$ cat src/rtl/gpu_fb_pkg.sv
// Shared types and constants for the framebuffer SRAM write engine.
package gpu_fb_pkg;

   typedef enum logic [1:0] {
      StIdle,
      StWrite,
      StClear,
      StSwap
   } fb_state_t;

   // SRAM pin levels when no write is in progress
   localparam logic CE0_IDLE    = 1'b1;
   localparam logic CE1_IDLE    = 1'b0;
   localparam logic STROBE_IDLE = 1'b1;
   localparam logic ZZ_LEVEL    = 1'b0;
   localparam logic SEM_LEVEL   = 1'b1;

   localparam int unsigned DEF_CHANNEL_BITS = 8;
   localparam int unsigned DEF_WIDTH_BITS   = 9;
   localparam int unsigned DEF_HEIGHT_BITS  = 9;
   localparam int unsigned DEF_NUM_BUFFERS  = 2;
   localparam int unsigned DEF_WAIT_STATES  = 1;

endpackage

$ cat src/rtl/gpu_fb_sweep_counter.sv
// Clear-sweep address counter with a per-address wait-state counter.
module gpu_fb_sweep_counter #(
   parameter int unsigned ADDR_BITS   = 18,
   parameter int unsigned WAIT_STATES = 1
) (
   input  logic                 clk,
   input  logic                 rst,
   input  logic                 start,
   input  logic                 advance,
   output logic [ADDR_BITS-1:0] addr,
   output logic                 wait_done,
   output logic                 last
);

   logic [2:0] wait_cnt;

   assign wait_done = (wait_cnt == 3'(WAIT_STATES));
   assign last      = wait_done & (&addr);

   // Hold each address for WAIT_STATES+1 cycles, then step to the next
   always_ff @(posedge clk) begin
      if (rst || start) begin
         addr     <= '0;
         wait_cnt <= '0;
      end else if (advance) begin
         if (wait_done) begin
            wait_cnt <= '0;
            addr     <= addr + 1'b1;
         end else begin
            wait_cnt <= wait_cnt + 3'd1;
         end
      end
   end

endmodule

$ cat src/rtl/gpu_fb_writer.sv
// Framebuffer SRAM write engine: pixel writes, clear sweep and N-way buffer rotation.
module gpu_fb_writer
   import gpu_fb_pkg::*;
#(
   parameter int unsigned CHANNEL_BITS = DEF_CHANNEL_BITS,
   parameter int unsigned WIDTH_BITS   = DEF_WIDTH_BITS,
   parameter int unsigned HEIGHT_BITS  = DEF_HEIGHT_BITS,
   parameter int unsigned NUM_BUFFERS  = DEF_NUM_BUFFERS,
   parameter int unsigned WAIT_STATES  = DEF_WAIT_STATES,
   localparam int unsigned BUF_BITS    = $clog2(NUM_BUFFERS),
   localparam int unsigned PIX_BITS    = WIDTH_BITS + HEIGHT_BITS,
   localparam int unsigned RGB_BITS    = 3 * CHANNEL_BITS
) (
   input  logic                         clk,
   input  logic                         rst,
   input  logic                         px_valid_i,
   output logic                         px_ready_o,
   input  logic [PIX_BITS-1:0]          px_addr_i,
   input  logic [RGB_BITS-1:0]          px_rgb_i,
   input  logic                         swap_req_i,
   input  logic                         clear_req_i,
   input  logic [RGB_BITS-1:0]          clear_rgb_i,
   output logic                         CE0_o,
   output logic                         CE1_o,
   output logic                         R_W_o,
   output logic                         OE_o,
   output logic                         UB_o,
   output logic                         LB_o,
   output logic                         ZZ_o,
   output logic                         SEM_o,
   output logic [BUF_BITS+PIX_BITS-1:0] adddataout_o,
   output logic [RGB_BITS-1:0]          rgbdataout_o,
   output logic [BUF_BITS-1:0]          buffer_select_o,
   output logic [BUF_BITS-1:0]          display_buffer_o,
   output logic                         busy_o,
   output logic                         frame_done_o
);

   fb_state_t           state;
   logic                strobe;
   logic                pend_clear;
   logic                pend_swap;
   logic [RGB_BITS-1:0] pend_rgb;
   logic                idle;
   logic                take_clear;
   logic                take_swap;
   logic                take_px;
   logic [PIX_BITS-1:0] sweep_addr;
   logic                sweep_start;
   logic                sweep_advance;
   logic                wait_done;
   logic                sweep_last;

   // Incoming request pulses count as pending in the same cycle, so a pixel
   // presented alongside a clear/swap is never accepted ahead of it.
   assign idle       = (state == StIdle);
   assign take_clear = idle & (pend_clear | clear_req_i);
   assign take_swap  = idle & ~take_clear & (pend_swap | swap_req_i);
   assign px_ready_o = ~rst & idle & ~pend_clear & ~pend_swap & ~clear_req_i & ~swap_req_i;
   assign take_px    = px_valid_i & px_ready_o;
   assign busy_o     = ~idle | pend_clear | pend_swap;

   assign sweep_start   = (state == StIdle) | (state == StSwap);
   assign sweep_advance = (state == StWrite) | (state == StClear);

   // All write strobes move together from one register
   assign CE0_o = strobe ? ~CE0_IDLE : CE0_IDLE;
   assign CE1_o = strobe ? ~CE1_IDLE : CE1_IDLE;
   assign R_W_o = strobe ? ~STROBE_IDLE : STROBE_IDLE;
   assign UB_o  = strobe ? ~STROBE_IDLE : STROBE_IDLE;
   assign LB_o  = strobe ? ~STROBE_IDLE : STROBE_IDLE;
   assign OE_o  = STROBE_IDLE;
   assign ZZ_o  = ZZ_LEVEL;
   assign SEM_o = SEM_LEVEL;

   gpu_fb_sweep_counter #(
      .ADDR_BITS   (PIX_BITS),
      .WAIT_STATES (WAIT_STATES)
   ) u_sweep (
      .clk       (clk),
      .rst       (rst),
      .start     (sweep_start),
      .advance   (sweep_advance),
      .addr      (sweep_addr),
      .wait_done (wait_done),
      .last      (sweep_last)
   );

   // Request latching, SRAM write sequencing and buffer rotation
   always_ff @(posedge clk) begin
      if (rst) begin
         state            <= StIdle;
         strobe           <= 1'b0;
         pend_clear       <= 1'b0;
         pend_swap        <= 1'b0;
         pend_rgb         <= '0;
         adddataout_o     <= '0;
         rgbdataout_o     <= '0;
         buffer_select_o  <= '0;
         display_buffer_o <= BUF_BITS'(NUM_BUFFERS - 1);
         frame_done_o     <= 1'b0;
      end else begin
         pend_clear   <= (pend_clear | clear_req_i) & ~take_clear;
         pend_swap    <= (pend_swap | swap_req_i) & ~take_swap;
         frame_done_o <= 1'b0;
         if (clear_req_i) begin
            pend_rgb <= clear_rgb_i;
         end
         unique case (state)
            StIdle: begin
               if (take_clear) begin
                  state        <= StClear;
                  strobe       <= 1'b1;
                  adddataout_o <= {buffer_select_o, {PIX_BITS{1'b0}}};
                  rgbdataout_o <= clear_req_i ? clear_rgb_i : pend_rgb;
               end else if (take_swap) begin
                  state <= StSwap;
               end else if (take_px) begin
                  state        <= StWrite;
                  strobe       <= 1'b1;
                  adddataout_o <= {buffer_select_o, px_addr_i};
                  rgbdataout_o <= px_rgb_i;
               end
            end
            StWrite: begin
               if (wait_done) begin
                  state  <= StIdle;
                  strobe <= 1'b0;
               end
            end
            StClear: begin
               if (sweep_last) begin
                  state  <= StIdle;
                  strobe <= 1'b0;
               end else if (wait_done) begin
                  // Strobe stays asserted; only the address moves on
                  adddataout_o[PIX_BITS-1:0] <= sweep_addr + 1'b1;
               end
            end
            StSwap: begin
               display_buffer_o <= buffer_select_o;
               buffer_select_o  <= (buffer_select_o == BUF_BITS'(NUM_BUFFERS - 1)) ?
                                   '0 : buffer_select_o + 1'b1;
               frame_done_o     <= 1'b1;
               state            <= StIdle;
            end
            default: state <= StIdle;
         endcase
      end
   end

endmodule

$ cat config.mk
export PLATFORM = sky130hd
export DESIGN_NAME = gpu_fb_writer
export DESIGN_NICKNAME = d
export VERILOG_FILES = /design/src/rtl/gpu_fb_pkg.sv /design/src/rtl/gpu_fb_sweep_counter.sv /design/src/rtl/gpu_fb_writer.sv
export SDC_FILE = /design/constraint.sdc
export NUM_CORES = 1
export LEC_CHECK = 0
export CAP_MARGIN = 30
export CORE_AREA = 3 3 123 95
export DETAILED_ROUTE_END_ITERATION = 7
export DIE_AREA = 0 0 126 98
export GPL_TIMING_DRIVEN = 1
export HOLD_SLACK_MARGIN = 0.1
export PLACE_DENSITY = 0.74
export SLEW_MARGIN = 20
export SYNTH_ARGS = -nofsm -noshare
export SYNTH_HDL_FRONTEND = slang
export SYNTH_HIERARCHICAL = 1
export SYNTH_SLANG_ARGS = --single-unit
$ cat constraint.sdc
create_clock -name clk -period 2.8 [get_ports clk]
set_input_delay 0.42 -clock clk [delete_from_list [all_inputs] [get_ports clk]]
set_output_delay 0.42 -clock clk [all_outputs]
set_load 0.01 [all_outputs]
**Word-level counts from Yosys, hierarchy flattened**

Index checks and enable logic that the tools add are counted.

- Output and inout port bits: 56
- Bits in registers: 96
- Input port bits: 71

- Equality and inequality tests: 12
- $add $sub $neg: 3
- Mux-type cells: 27
- Bitwise operators: 26
- Reduce and logical (&&, ||, !) cells: 11

Operators by type and width:

| operator | count |
|---|---|
| 2-to-1 mux 24 bit | 4 |
| 2-to-1 mux 19 bit | 3 |
| 2-to-1 mux 18 bit | 2 |
| one-hot mux 18 bit (2 select lines) | 1 |
| adder 18 x 1 -> 18 bit (second input constant) | 1 |
| AND reduction 18 bit | 1 |
| AND 1 bit | 12 |
| 2-to-1 mux 2 bit | 5 |
| AND reduction 5 bit | 2 |
| 2-to-1 mux 1 bit | 9 |
| inverter 1 bit | 8 |
| one-hot mux 2 bit (4 select lines) | 1 |
| inequality test 2 bit (second input constant) | 3 |
| bitwise OR 1 bit | 6 |
| AND reduction 3 bit | 2 |
| == test 2 bit (second input constant) | 2 |
| inequality test 2 x 1 -> 1 bit (second input constant) | 2 |
| inequality test 4 x 1 -> 1 bit (second input constant) | 1 |
| nonzero test 2 bit | 2 |
| adder 3 x 1 -> 3 bit (second input constant) | 1 |
| == test 3 x 1 -> 1 bit (second input constant) | 1 |
| 2-to-1 mux 3 bit | 1 |
| inequality test 3 x 1 -> 1 bit (second input constant) | 1 |
| inequality test 3 bit (second input constant) | 1 |
| 7 further kinds | 7 |

**Logic depth before layout (Yosys ltp)**

- Depth in word-level cells: 11
- Gate-level depth with buffers: 10
- Gate-level depth less buffers: 8

**By module**

The synthesis kept the hierarchy.

Modules (own cells, without submodules):

| module | seq. area each (µm²) | instances | cells an instance | area each (µm²) |
|---|---|---|---|---|
| gpu_fb_writer | 1501.4 | 1 | 439 | 3722.3 |
| gpu_fb_sweep_counter | 420.4 | 1 | 115 | 1007.2 |

**Worst setup path after synthesis**

Ideal clock, no wire load.

- Path kind: register to register
- From: register u_sweep.addr[0]
- To: register adddataout_o[15]
- Data required time: 2667 ps
- Period minus slack after synthesis: 2013 ps
- Path buffers: 2
- Cell stages (with the launch flop): 11
- Slack: 787 ps
- Data arrival time: 1880 ps
- Cell sequence: dfxtp_1 -> ha_1 -> and3_1 -> buf_2 -> nand3_1 -> nor2_1 -> nand3b_1 -> a2bb2oi_2 -> buf_4 -> mux2i_1 -> o211ai_1

- Word-level cells in the longest chain between the ends: 4

RTL lines:

| item | line | RTL |
|---|---|---|
| from (decl) | gpu_fb_sweep_counter.sv:10 | `output logic [ADDR_BITS-1:0] addr,` |
| from (signal assigned) | gpu_fb_sweep_counter.sv:28 | `addr <= addr + 1'b1;` |
| AND reduction 18 bit | gpu_fb_sweep_counter.sv:18 | `assign last = wait_done & (&addr);` |
| AND 1 bit | gpu_fb_sweep_counter.sv:18 |  |
| via sweep_last | gpu_fb_writer.sv:52 | `logic sweep_last;` |
| inequality test 2 bit (no source line) | n/a |  |
| AND reduction 5 bit (no source line) | n/a |  |
| to (signal assigned) | gpu_fb_writer.sv:114 | `adddataout_o <= {buffer_select_o, {PIX_BITS{1'b0}}};` |
| to (signal assigned) | gpu_fb_writer.sv:121 | `adddataout_o <= {buffer_select_o, px_addr_i};` |
| to (signal, indexed assignment) | gpu_fb_writer.sv:137 | `adddataout_o[PIX_BITS-1:0] <= sweep_addr + 1'b1;` |
| to (decl) | gpu_fb_writer.sv:31 | `output logic [BUF_BITS+PIX_BITS-1:0] adddataout_o,` |

The timed path passes the listed nets, and every way through them passes these cells. The select of a mux whose other input is x is not followed.
A chain may end at the register's enable or synchronous reset.

**Worst setup path in the final report**

- From: register state[0]
- To: output px_ready_o

- Word-level cells in the longest chain between the ends: 6

RTL lines:

| item | line | RTL |
|---|---|---|
| from (decl) | gpu_fb_writer.sv:39 | `fb_state_t state;` |
| from (signal assigned) | gpu_fb_writer.sv:92 | `state <= StIdle;` |
| from (signal assigned) | gpu_fb_writer.sv:112 | `state <= StClear;` |
| from (signal assigned) | gpu_fb_writer.sv:117 | `state <= StSwap;` |
| logical NOT 2 bit | gpu_fb_writer.sv:56 | `assign idle = (state == StIdle);` |
| AND 1 bit (5 in a row) | gpu_fb_writer.sv:59 | `assign px_ready_o = ~rst & idle & ~pend_clear & ~pend_swap & ~clear_req_i & ~swap_req_i;` |
| to (decl) | gpu_fb_writer.sv:17 | `output logic px_ready_o,` |

Every way passes these cells.

==> results.py <==
metrics = {
    "timing": {
        "hold_viol": 0,
        "max_freq_ghz": 0.384,
        "post-route-min-period_ns": 2.61,
        "rsz0062_at_grt": "no",
        "slew_viol_final": 0,
        "finClkSkew_ns": 0.00921,
        "tightestPinTransition_ns": 0.825,
        "setup_viol": 0,
        "period_share": 0.931,
        "finalSetupTns_ns": 0,
        "slew_headroom": 0.447,
    },
    "place": {
        "portBuffers": 123,
        "dp_hpwl_mm": 9.45,
        "finalWeightedCongestion": 0.878,
    },
    "drt": {
        "drcViolationCount": 0,
        "vias_per_cell": 5.64,
        "vias": 4555,
        "drt_wl_total_mm": 13.3,
        "drt_iter0_drc": 323,
        "drt-pass1-iter-count": 5,
        "routedWlPerCell_um": 16.4,
        "ant_nets": 0,
    },
    "cells_and_area": {
        "antennaDiodeCount": 0,
        "final_cell_mix": "clkdlybuf4s50_1 (121), dfxtp_1 (96), nand2_1 (71)",
        "layout_commonest_cell": "clkdlybuf4s50_1",
        "nets": 746,
        "fillers": 921,
        "drive_above_1_share": 0.0923,
        "synthToLayoutAreaGrowth_pct": 33.9,
    },
    "power": {
        "vdd_drop_max_v": 0.000507,
        "p_leak_nw": 2.30,
        "powerDensity_nw_per_um2": 850,
        "fin_total_pwr_mw": 5.38,
    },
    "floorplanning": {
        "start_util": 0.454,
        "die_w_um": 126,
        "dieArea_sq_um": 12300,
        "design.core.area_sq_um": 10400,
        "die_height_um": 98,
        "num_io_pins": 127,
        "num_rows": 32,
    },
    "clocking": {
        "cts_buffers": 9,
        "cts_sinks": 96,
        "cts.repair.resized": 0,
        "holdBufCountCts": 0,
        "root_buffer": "clkbuf_16",
        "htree_levels": 3,
        "clkSlewWorstSetupHoldPaths_ns": 0.07,
        "cts_tree": "built",
        "clock_latency_ns": 0.35,
        "cts_buffer_depth": 2,
        "cts_setup_buffers": 0,
    },
    "run_status": {
        "status": "complete, no violations",
    },
    "setup_path": {
        "crit_arrival_ns": 2.19,
        "r2r_slack_ns": 0.36,
        "end_kind": "primary output",
        "crit_type": "flop to primary output",
        "r2r-end": "adddataout_o[16]$_SDFFE_PP0P_",
        "critPathMaxFanout": 5,
        "r2r-start": "u_sweep/addr[9]$_SDFFE_PP0P_",
        "critPathRequiredTime_ns": 2.38,
        "worst_r2r_path_depth": 7,
        "critPathLaunchType": "flop",
    },
    "logic_synthesis": {
        "synth.cell_area_sq_um": 4730,
        "synth.avg_cell_area_sq_um": 8.54,
        "synthCells": 554,
        "synth_warnings": 6,
        "async_reset_ff_frac": 0,
        "synthTopCellsByArea": "dfxtp_1 (41%), nand2_1 (5.6%), mux2i_1 (5.5%)",
        "synth_edf_count": 0,
        "synth_top_area_share": 0.406,
        "synth_top_cell_by_area": "dfxtp_1",
        "ys_seq_area_frac": 0.406,
        "synth.ff_latch_count": 96,
        "synth_top_flop_cell": "dfxtp_1",
        "synth_cell_types": 64,
    },
    "global_route": {
        "met3_usage": 0.0459,
        "grt_pass1_vias": 4235,
        "antenna_found_initial": 0,
        "met1_usage": 0.293,
        "grt_use_total": 0.211,
        "grt_overflow": 0,
        "grt_pass1_wl_mm": 21.6,
        "grt_max_degree": 65,
        "busiest_layer": "met2",
        "use_met2": 0.330,
    },
    "min_path": {
        "worstHoldEndpoint": "rgbdataout_o[3]$_SDFFE_PP0P_",
        "hold_depth": 2,
        "holdCritPathClass": "flop to flop",
        "min_from": "rgbdataout_o[3]$_SDFFE_PP0P_",
    },
    "flow_run": {
        "max-cap-violations": 0,
    },
}
==> synthesized netlist by cell type (all sizes together) (3+ instances only) <==
cell and instances:
nor3 9, o211ai 25, mux2i 26, nor2 59, a31oi 4, nand3 14, inv 13, o21ai 16
nand4b 3, a21oi 51, nand4 13, nand2 72, o31ai 3, a211oi 11, and2 3, o21a 4
xnor2 9, nor4 9, ha 8, or3 7, and3 8, clkbuf 16, xor2 7, a221oi 3
dfxtp 96, buf 24, and4 5
==> metal layers <==
layer / part of all wire / vias up
met5: 0 / -
met4: 0.015 / 0
met3: 0.064 / 20
met2: 0.46 / 164
met1: 0.47 / 2164
li1: - / 2207
==> worst max-delay path, cell delays in order, from the launching register on <==
cell and delay (ns):
dfxtp_1 0.36, inv_1 0.12, ha_1 0.17, or3b_4 0.42, nor4_1 0.19, clkdlybuf4s50_1 0.59
==> flip-flops by register name, summed over array words and instances, names as in the netlist <==
| name | flops |
|---|---|
| u_sweep/addr | 18 |
| display_buffer_o | 1 |
| pend_rgb | 24 |
| pend_clear | 1 |
| rgbdataout_o | 24 |
| frame_done_o | 1 |
| pend_swap | 1 |
| adddataout_o | 19 |
| state | 2 |
| buffer_select_o | 1 |
| u_sweep/wait_cnt | 3 |
| strobe | 1 |
==> per-stage QoR <==
step / instances / util / hold slack, ns / instance area, sq um / setup slack (ns)
after floorplan: 555 / - / 0.456 / 4730 / 0.787
after global placement: 790 / 0.580 / 0.440 / 6030 / 0.384
after detailed placement: 791 / 0.581 / 0.446 / 6050 / 0.279
after CTS: 807 / 0.608 / 0.447 / 6320 / 0.185
after global routing: 808 / 0.608 / 0.476 / 6330 / 0.0131
final: 808 / 0.608 / 0.450 / 6330 / 0.193
==> kinds of logic after synthesis <==
| family | share of synthesized area |
|---|---|
| and+or+nand+nor | 0.231 |
| AOI/OAI and AO/OA | 0.194 |
| DFF | 0.406 |
| buffers and inverters | 0.0566 |
| muxes | 0.0598 |
| xor gates and xnor gates | 0.0296 |
| adders and majority gates | 0.0212 |
| other | 0.00159 |
==> layout make-up <==
cell class / count / area, sq um / area share
inverter: 13 / 48.8 / 0.00771
clock buffer: 10 / 229 / 0.0362
timing repair buffer: 141 / 1360 / 0.215
tap: 136 / 170 / 0.0269
sequential: 96 / 1920 / 0.303
multi-input combinational: 406 / 2550 / 0.403
clock inverter: 6 / 50.0 / 0.00790
==> power breakdown <==
part           switching [mW]  internal (mW)
clock                   0.554          0.617
sequential              0.171           1.64
combinational            1.29           1.11
==> worst max-delay path by stage <==
| stage | startpoint | cells after the start | end |
|---|---|---|---|
| final | state[0]$_SDFFE_PP0P_ | 5 | px_ready_o |
| after global placement | swap_req_i | 5 | adddataout_o[10]$_SDFFE_PP0P_ |
| after global routing | state[1]$_SDFFE_PP0P_ | 5 | px_ready_o |
| after floorplan | u_sweep/addr[0]$_SDFFE_PP0P_ | 10 | adddataout_o[15]$_SDFFE_PP0P_ |
| after CTS | state[0]$_SDFFE_PP0P_ | 5 | px_ready_o |
| after detailed placement | swap_req_i | 5 | adddataout_o[10]$_SDFFE_PP0P_ |
Note: power is estimated with default switching activity, not from simulation.
